--- src/rtl/ctrl_pkg.sv ---
// Shared constants for the accumulator controller family.
// Opcode map, ALU select codes, FSM encoding and width defaults.
package ctrl_pkg;

  localparam int DEF_OPC_W   = 4;
  localparam int DEF_SHAMT_W = 3;
  localparam int DEF_ALU_W   = 3;

  localparam logic [3:0] OP_ADD   = 4'b0000;
  localparam logic [3:0] OP_ADD_A = 4'b0001;
  localparam logic [3:0] OP_SUB   = 4'b0010;
  localparam logic [3:0] OP_SUB_A = 4'b0011;
  localparam logic [3:0] OP_AND   = 4'b0100;
  localparam logic [3:0] OP_AND_A = 4'b0101;
  localparam logic [3:0] OP_OR    = 4'b0110;
  localparam logic [3:0] OP_OR_A  = 4'b0111;
  localparam logic [3:0] OP_SHR   = 4'b1000;
  localparam logic [3:0] OP_SHL   = 4'b1001;
  localparam logic [3:0] OP_LDA   = 4'b1010;

  localparam logic [2:0] ALU_ADD  = 3'b000;
  localparam logic [2:0] ALU_SUB  = 3'b001;
  localparam logic [2:0] ALU_AND  = 3'b010;
  localparam logic [2:0] ALU_OR   = 3'b011;
  localparam logic [2:0] ALU_SHR1 = 3'b100;
  localparam logic [2:0] ALU_SHL1 = 3'b101;

  typedef enum logic [2:0] {
    S_IDLE,
    S_DECODE,
    S_EXEC,
    S_SHIFT,
    S_DONE
  } state_t;

  function automatic logic [2:0] alu_sel(
    input logic [3:0] opc
  );
    logic [2:0] r;
    r = ALU_ADD;
    unique case (1'b1)
      (opc == OP_SUB || opc == OP_SUB_A): r = ALU_SUB;
      (opc == OP_AND || opc == OP_AND_A): r = ALU_AND;
      (opc == OP_OR  || opc == OP_OR_A):  r = ALU_OR;
      (opc == OP_SHR):                    r = ALU_SHR1;
      (opc == OP_SHL):                    r = ALU_SHL1;
      default:                            r = ALU_ADD;
    endcase
    return r;
  endfunction

  function automatic logic is_illegal(
    input logic [3:0] opc
  );
    return opc > OP_LDA;
  endfunction

endpackage

--- src/rtl/cmd_pending_buf.sv ---
// One-entry holding register for a command strobed while busy.
// A strobe arriving with the slot full is discarded and flagged.
module cmd_pending_buf
  import ctrl_pkg::*;
#(
  parameter int OPC_W   = DEF_OPC_W,
  parameter int SHAMT_W = DEF_SHAMT_W
) (
  input  logic               clk,
  input  logic               reset,
  input  logic               capture,
  input  logic               consume,
  input  logic [OPC_W-1:0]   opcode,
  input  logic [SHAMT_W-1:0] shamt,
  output logic               pend_valid,
  output logic [OPC_W-1:0]   pend_opcode,
  output logic [SHAMT_W-1:0] pend_shamt,
  output logic               drop
);

  always_ff @(posedge clk or negedge reset) begin
    if (!reset) begin
      pend_valid  <= 1'b0;
      pend_opcode <= '0;
      pend_shamt  <= '0;
      drop        <= 1'b0;
    end else begin
      drop <= capture && pend_valid;
      if (consume) begin
        pend_valid <= 1'b0;
      end else if (capture && !pend_valid) begin
        pend_valid  <= 1'b1;
        pend_opcode <= opcode;
        pend_shamt  <= shamt;
      end
    end
  end

endmodule

--- src/rtl/exec_controller.sv ---
// Multi-cycle accumulator controller: decode, execute, shift.
// All outputs are registered and describe the state being entered.
module exec_controller
  import ctrl_pkg::*;
#(
  parameter int OPC_W   = DEF_OPC_W,
  parameter int SHAMT_W = DEF_SHAMT_W,
  parameter int ALU_W   = DEF_ALU_W
) (
  input  logic               clk,
  input  logic               reset,
  input  logic               op,
  input  logic [OPC_W-1:0]   opcode,
  input  logic [SHAMT_W-1:0] shamt,
  output logic [ALU_W-1:0]   alu_signals,
  output logic               b_sel,
  output logic               acc_load,
  output logic               acc_mux,
  output logic               busy,
  output logic               done,
  output logic               illegal,
  output logic               drop
);

  state_t             state;
  logic [OPC_W-1:0]   opc_q;
  logic [SHAMT_W-1:0] sh_q;
  logic [SHAMT_W-1:0] cnt;

  logic               pend_valid;
  logic [OPC_W-1:0]   pend_opcode;
  logic [SHAMT_W-1:0] pend_shamt;
  logic               capture;
  logic               consume;
  logic               is_shift;
  logic               is_exec;

  // In DONE with an empty slot a new strobe goes straight to DECODE.
  assign capture = op && (state != S_IDLE) &&
                   !((state == S_DONE) && !pend_valid);
  assign consume = (state == S_DONE) && pend_valid;

  assign is_shift = (opc_q == OP_SHR) || (opc_q == OP_SHL);
  assign is_exec  = !is_illegal(opc_q) && !is_shift;

  cmd_pending_buf #(
    .OPC_W   (OPC_W),
    .SHAMT_W (SHAMT_W)
  ) u_pend (
    .clk         (clk),
    .reset       (reset),
    .capture     (capture),
    .consume     (consume),
    .opcode      (opcode),
    .shamt       (shamt),
    .pend_valid  (pend_valid),
    .pend_opcode (pend_opcode),
    .pend_shamt  (pend_shamt),
    .drop        (drop)
  );

  always_ff @(posedge clk or negedge reset) begin
    if (!reset) begin
      state       <= S_IDLE;
      opc_q       <= '0;
      sh_q        <= '0;
      cnt         <= '0;
      alu_signals <= '0;
      b_sel       <= 1'b0;
      acc_load    <= 1'b0;
      acc_mux     <= 1'b0;
      busy        <= 1'b0;
      done        <= 1'b0;
      illegal     <= 1'b0;
    end else begin
      alu_signals <= '0;
      b_sel       <= 1'b0;
      acc_load    <= 1'b0;
      acc_mux     <= 1'b0;
      done        <= 1'b0;
      illegal     <= 1'b0;
      unique case (state)
        S_IDLE: begin
          if (op) begin
            opc_q <= opcode;
            sh_q  <= shamt;
            state <= S_DECODE;
            busy  <= 1'b1;
          end
        end
        S_DECODE: begin
          if (is_exec) begin
            state       <= S_EXEC;
            acc_load    <= 1'b1;
            alu_signals <= ALU_W'(alu_sel(opc_q));
            b_sel       <= (opc_q < OP_SHR) ? opc_q[0] : 1'b0;
            acc_mux     <= (opc_q != OP_LDA);
          end else if (is_shift && (sh_q != '0)) begin
            state       <= S_SHIFT;
            cnt         <= sh_q;
            acc_load    <= 1'b1;
            acc_mux     <= 1'b1;
            alu_signals <= ALU_W'(alu_sel(opc_q));
          end else begin
            state   <= S_DONE;
            done    <= 1'b1;
            illegal <= is_illegal(opc_q);
          end
        end
        S_EXEC: begin
          state <= S_DONE;
          done  <= 1'b1;
        end
        S_SHIFT: begin
          if (cnt == SHAMT_W'(1)) begin
            state <= S_DONE;
            done  <= 1'b1;
          end else begin
            cnt         <= cnt - SHAMT_W'(1);
            acc_load    <= 1'b1;
            acc_mux     <= 1'b1;
            alu_signals <= ALU_W'(alu_sel(opc_q));
          end
        end
        S_DONE: begin
          if (pend_valid) begin
            opc_q <= pend_opcode;
            sh_q  <= pend_shamt;
            state <= S_DECODE;
          end else if (op) begin
            opc_q <= opcode;
            sh_q  <= shamt;
            state <= S_DECODE;
          end else begin
            state <= S_IDLE;
            busy  <= 1'b0;
          end
        end
        default: begin
          state <= S_IDLE;
          busy  <= 1'b0;
        end
      endcase
    end
  end

endmodule
--- config.mk ---
export PLATFORM = sky130hd
export DESIGN_NAME = exec_controller
export DESIGN_NICKNAME = d
export VERILOG_FILES = /design/src/rtl/ctrl_pkg.sv /design/src/rtl/cmd_pending_buf.sv /design/src/rtl/exec_controller.sv
export SDC_FILE = /design/constraint.sdc
export NUM_CORES = 1
export LEC_CHECK = 0
export CORE_MARGIN = 5
export CORE_UTILIZATION = 48
export DETAILED_ROUTE_END_ITERATION = 16
export GPL_ROUTABILITY_DRIVEN = 1
export PLACE_DENSITY = 0.73
export RECOVER_POWER = 25
export SLEW_MARGIN = 20
export SYNTH_ARGS = -nofsm -noshare
export SYNTH_HDL_FRONTEND = slang
export SYNTH_HIERARCHICAL = 1
export SYNTH_SLANG_ARGS = --single-unit
--- constraint.sdc ---
create_clock -name clk -period 1.82 [get_ports clk]
set_input_delay 0.273 -clock clk [delete_from_list [all_inputs] [get_ports clk]]
set_output_delay 0.273 -clock clk [all_outputs]
set_load 0.03 [all_outputs]
==> impl_metrics.py <==
metrics = {
    "outcome": {
        "status": "completed",
    },
    "sta": {
        "worst-slew-pin-transition_ps": 734.7,
        "finalHoldViolCount": 0,
        "fin_skew_ps": 10.77,
        "slew_headroom_pct": 51.02,
        "finalSetupTns_ps": 0,
        "setup_violations": 0,
        "rsz0062_at_grt": "false",
        "min_period_ps": 1704,
        "layout_setup_ws_ps": 116.2,
        "timing.final.crit_share_pct": 93.61,
        "final_max_slew_viol_count": 0,
        "max_freq_mhz": 586.9,
    },
    "global_route": {
        "track_usage_pct": 16.84,
        "grt_max_degree": 32,
        "antenna_found_initial": 0,
        "gr-total-overflow": 0,
        "grt_pass1_wl_um": 5451,
        "first_global_vias": 1213,
    },
    "route": {
        "drtIter0Drc": 64,
        "dr.max_layer_used": "met4",
        "drt-total-wl_um": 2961,
        "avgViaCountPerCell": 6.005,
        "drc": 0,
        "wl_per_cell_um": 15.50,
        "final_antenna_net_count": 0,
        "dr_total_vias": 1147,
        "dr_wl_met2_um": 1405,
        "wl_met3_um": 166,
        "wirelength_met1_um": 1328,
        "drtPass1Iterations": 4,
    },
    "cells_and_area": {
        "stdcell_area_um2": 1844,
        "diodes": 0,
        "final_layout_size_suffix_gt1_share_pct": 21.52,
        "nets": 169,
        "syn_to_final_growth_pct": 24.39,
        "finalNonFillerCells": 191,
    },
    "worst_setup_path": {
        "critPathTopFamily": "buffers and inverters",
        "cp_cell_sequence": "clkdlybuf4s50_1",
        "critPathMaxFanout": 4,
        "startpoint_type": "flip-flop",
        "critical_path_class": "flip-flop to primary output",
        "crit_slowest_cell": "clkdlybuf4s50_1",
        "arrival_ps": 1430,
        "critPathBufInv": 1,
        "critPathMaxStageDelay_ps": 690,
        "worstPathRequired_ps": 1550,
        "end_kind": "primary output",
    },
    "logic_synthesis": {
        "ys.flop_type": "dfrtp_1",
        "synth_compound_area_share_pct": 20.59,
        "synth.area.mux_share_pct": 5.316,
        "yosysTopAreaCell": "dfrtp_1",
        "synth_cell_types": 48,
        "ys_seq_area_share_pct": 52.32,
        "synth-seq-cells": 31,
        "post_synth.cell_area_avg_um2": 11.67,
        "synth_edf_count": 0,
        "synth.most_common_cell": "dfrtp_1",
        "synth_commonest_cells": "dfrtp_1 (31), a22oi_1 (8), o2bb2ai_1 (8)",
        "synth_fa_ha_area_share_pct": 1.688,
        "syn_area_um2": 1483,
        "synth_top_area_share_pct": 52.32,
        "synth_xor_area_share_pct": 0,
        "synth_top_family_by_area": "compound AO/OA/AOI/OAI gates",
        "synth_warnings": 6,
        "syn_inst": 127,
        "async_reset_ff_share_pct": 100.0,
        "synthesis.nets": 139,
        "synth_area_leaders": "dfrtp_1 (52%), mux2_2 (5.3%), o2bb2ai_1 (4.7%)",
        "synth-simple-area-share_pct": 17.38,
    },
    "floorplanning": {
        "die_area_um2": 4300,
        "dieWidth_um": 65.58,
        "core_area_um2": 3003,
        "ios": 20,
        "rows": 20,
        "initial_utilization_pct": 49.38,
        "dieHeight_um": 65.58,
    },
    "cts": {
        "cts.sinks": 31,
        "cts_tree": "built",
        "clockBufferDepth": 2,
        "holdBufCountCts": 0,
        "cts_setup_buffers": 0,
        "clock-root-buffer": "clkbuf_4",
        "insertion_delay_ps": 340,
        "cts.reportedPaths.clkPinSlew_ps": 100,
        "numCtsBuffers": 5,
        "cts-resized-gates": 0,
        "h-tree-depth": 2,
    },
    "placed_design": {
        "hpwlAfterDp_um": 2181,
        "gp_congestion": 0.8782,
        "dpl-instance-area_um2": 1760,
        "dp_slack_ps": -7.365,
        "place_inst": 183,
        "port_buffers": 19,
    },
    "power": {
        "ir_drop_mv": 0.7455,
        "power.leakage_nw": 0.7972,
        "p_per_area_nw_per_um2": 1704,
    },
    "job": {
        "max_cap_viol_count": 0,
    },
    "worst_hold_path": {
        "timing.hold.worst.class": "primary input to asynchronous set/reset pin",
    },
}
cells by family (layout without fill, tap and decap cells):
group	after synthesis	after routing
AOI/OAI and AO/OA	40	40
and+or+nand+nor	37	37
DFF	31	31
buffers and inverters	10	41
muxes	7	7
adders and majority gates	2	2
registers in the layout, indices dropped and copies added (netlist names), 3 cells and up:
name                cells
cnt                     3
u_pend/pend_opcode      4
state                   3
alu_signals             3
opc_q                   4
sh_q                    3
u_pend/pend_shamt       3
worst paths after layout:
kind | endpoint | depth (start not counted) | from | slack [ps]
max | busy | 1 | busy$_DFFE_PN0P_ | 120
min | u_pend/pend_valid$_DFFE_PN0P_ | 2 | reset | 510
max reg2reg | u_pend/pend_shamt[1]$_DFFE_PN0P_ | 4 | state[0]$_DFFE_PN0P_ | 180
min reg2reg | u_pend/pend_shamt[0]$_DFFE_PN0P_ | 1 | u_pend/pend_shamt[0]$_DFFE_PN0P_ | 510
max in group asynchronous | state[1]$_DFFE_PN0P_ | 2 | reset | 830
min in group clk | u_pend/pend_shamt[0]$_DFFE_PN0P_ | 1 | u_pend/pend_shamt[0]$_DFFE_PN0P_ | 510
area by class of cell:
type	instances	area, um^2
tap	33	41.29
clock buffer	6	51.30
fill	249	1159
inverter	5	18.77
clock inverter	2	35.03
multi-input combinational	86	666.9
timing repair buffer	28	255.2
sequential	31	775.7
stage by stage:
step / utilization (%) / hold slack (ps) / power, W
finish: 61.42 / 510.4 / 0.003142
global route: 61.42 / 549.3 / 0.003386
CTS: 61.50 / 316.4 / 0.003156
detailed placement: 58.63 / 499.6 / 0.002585
global placement: 58.63 / 493.1 / 0.002533
floorplan: - / -22.59 / 0.002125
power by group:
group          internal (W)  switching [W]
clock              0.000324       0.000236
sequential         0.000969       0.000224
combinational      0.000667       0.000721
total               0.00196        0.00118
layer usage:
| metal | vias up | global-route usage, % |
|---|---|---|
| met1 | 558 | 20.22 |
| li1 | 541 | - |
| met4 | 0 | 9.067 |
| met3 | 8 | 4.444 |
| met2 | 40 | 27.43 |
| met5 | - | 0 |
cells in the final DEF, fill, tap and decap left out, types with 3 or more instances in the layout:
master           netlist  routed
o21ai_0                4       4
mux2_2                 7       7
nor2b_1                4       4
clkbuf_4               0       5
dfrtp_1               31      31
a21oi_1                4       4
buf_4                  0       8
nor2_1                 6       6
clkdlybuf4s50_1        0      18
o2bb2ai_1              8       8
a22oi_1                8       8
inv_1                  5       5
nand3_1                3       3
No activity file was read; power rests on OpenSTA's default activity.
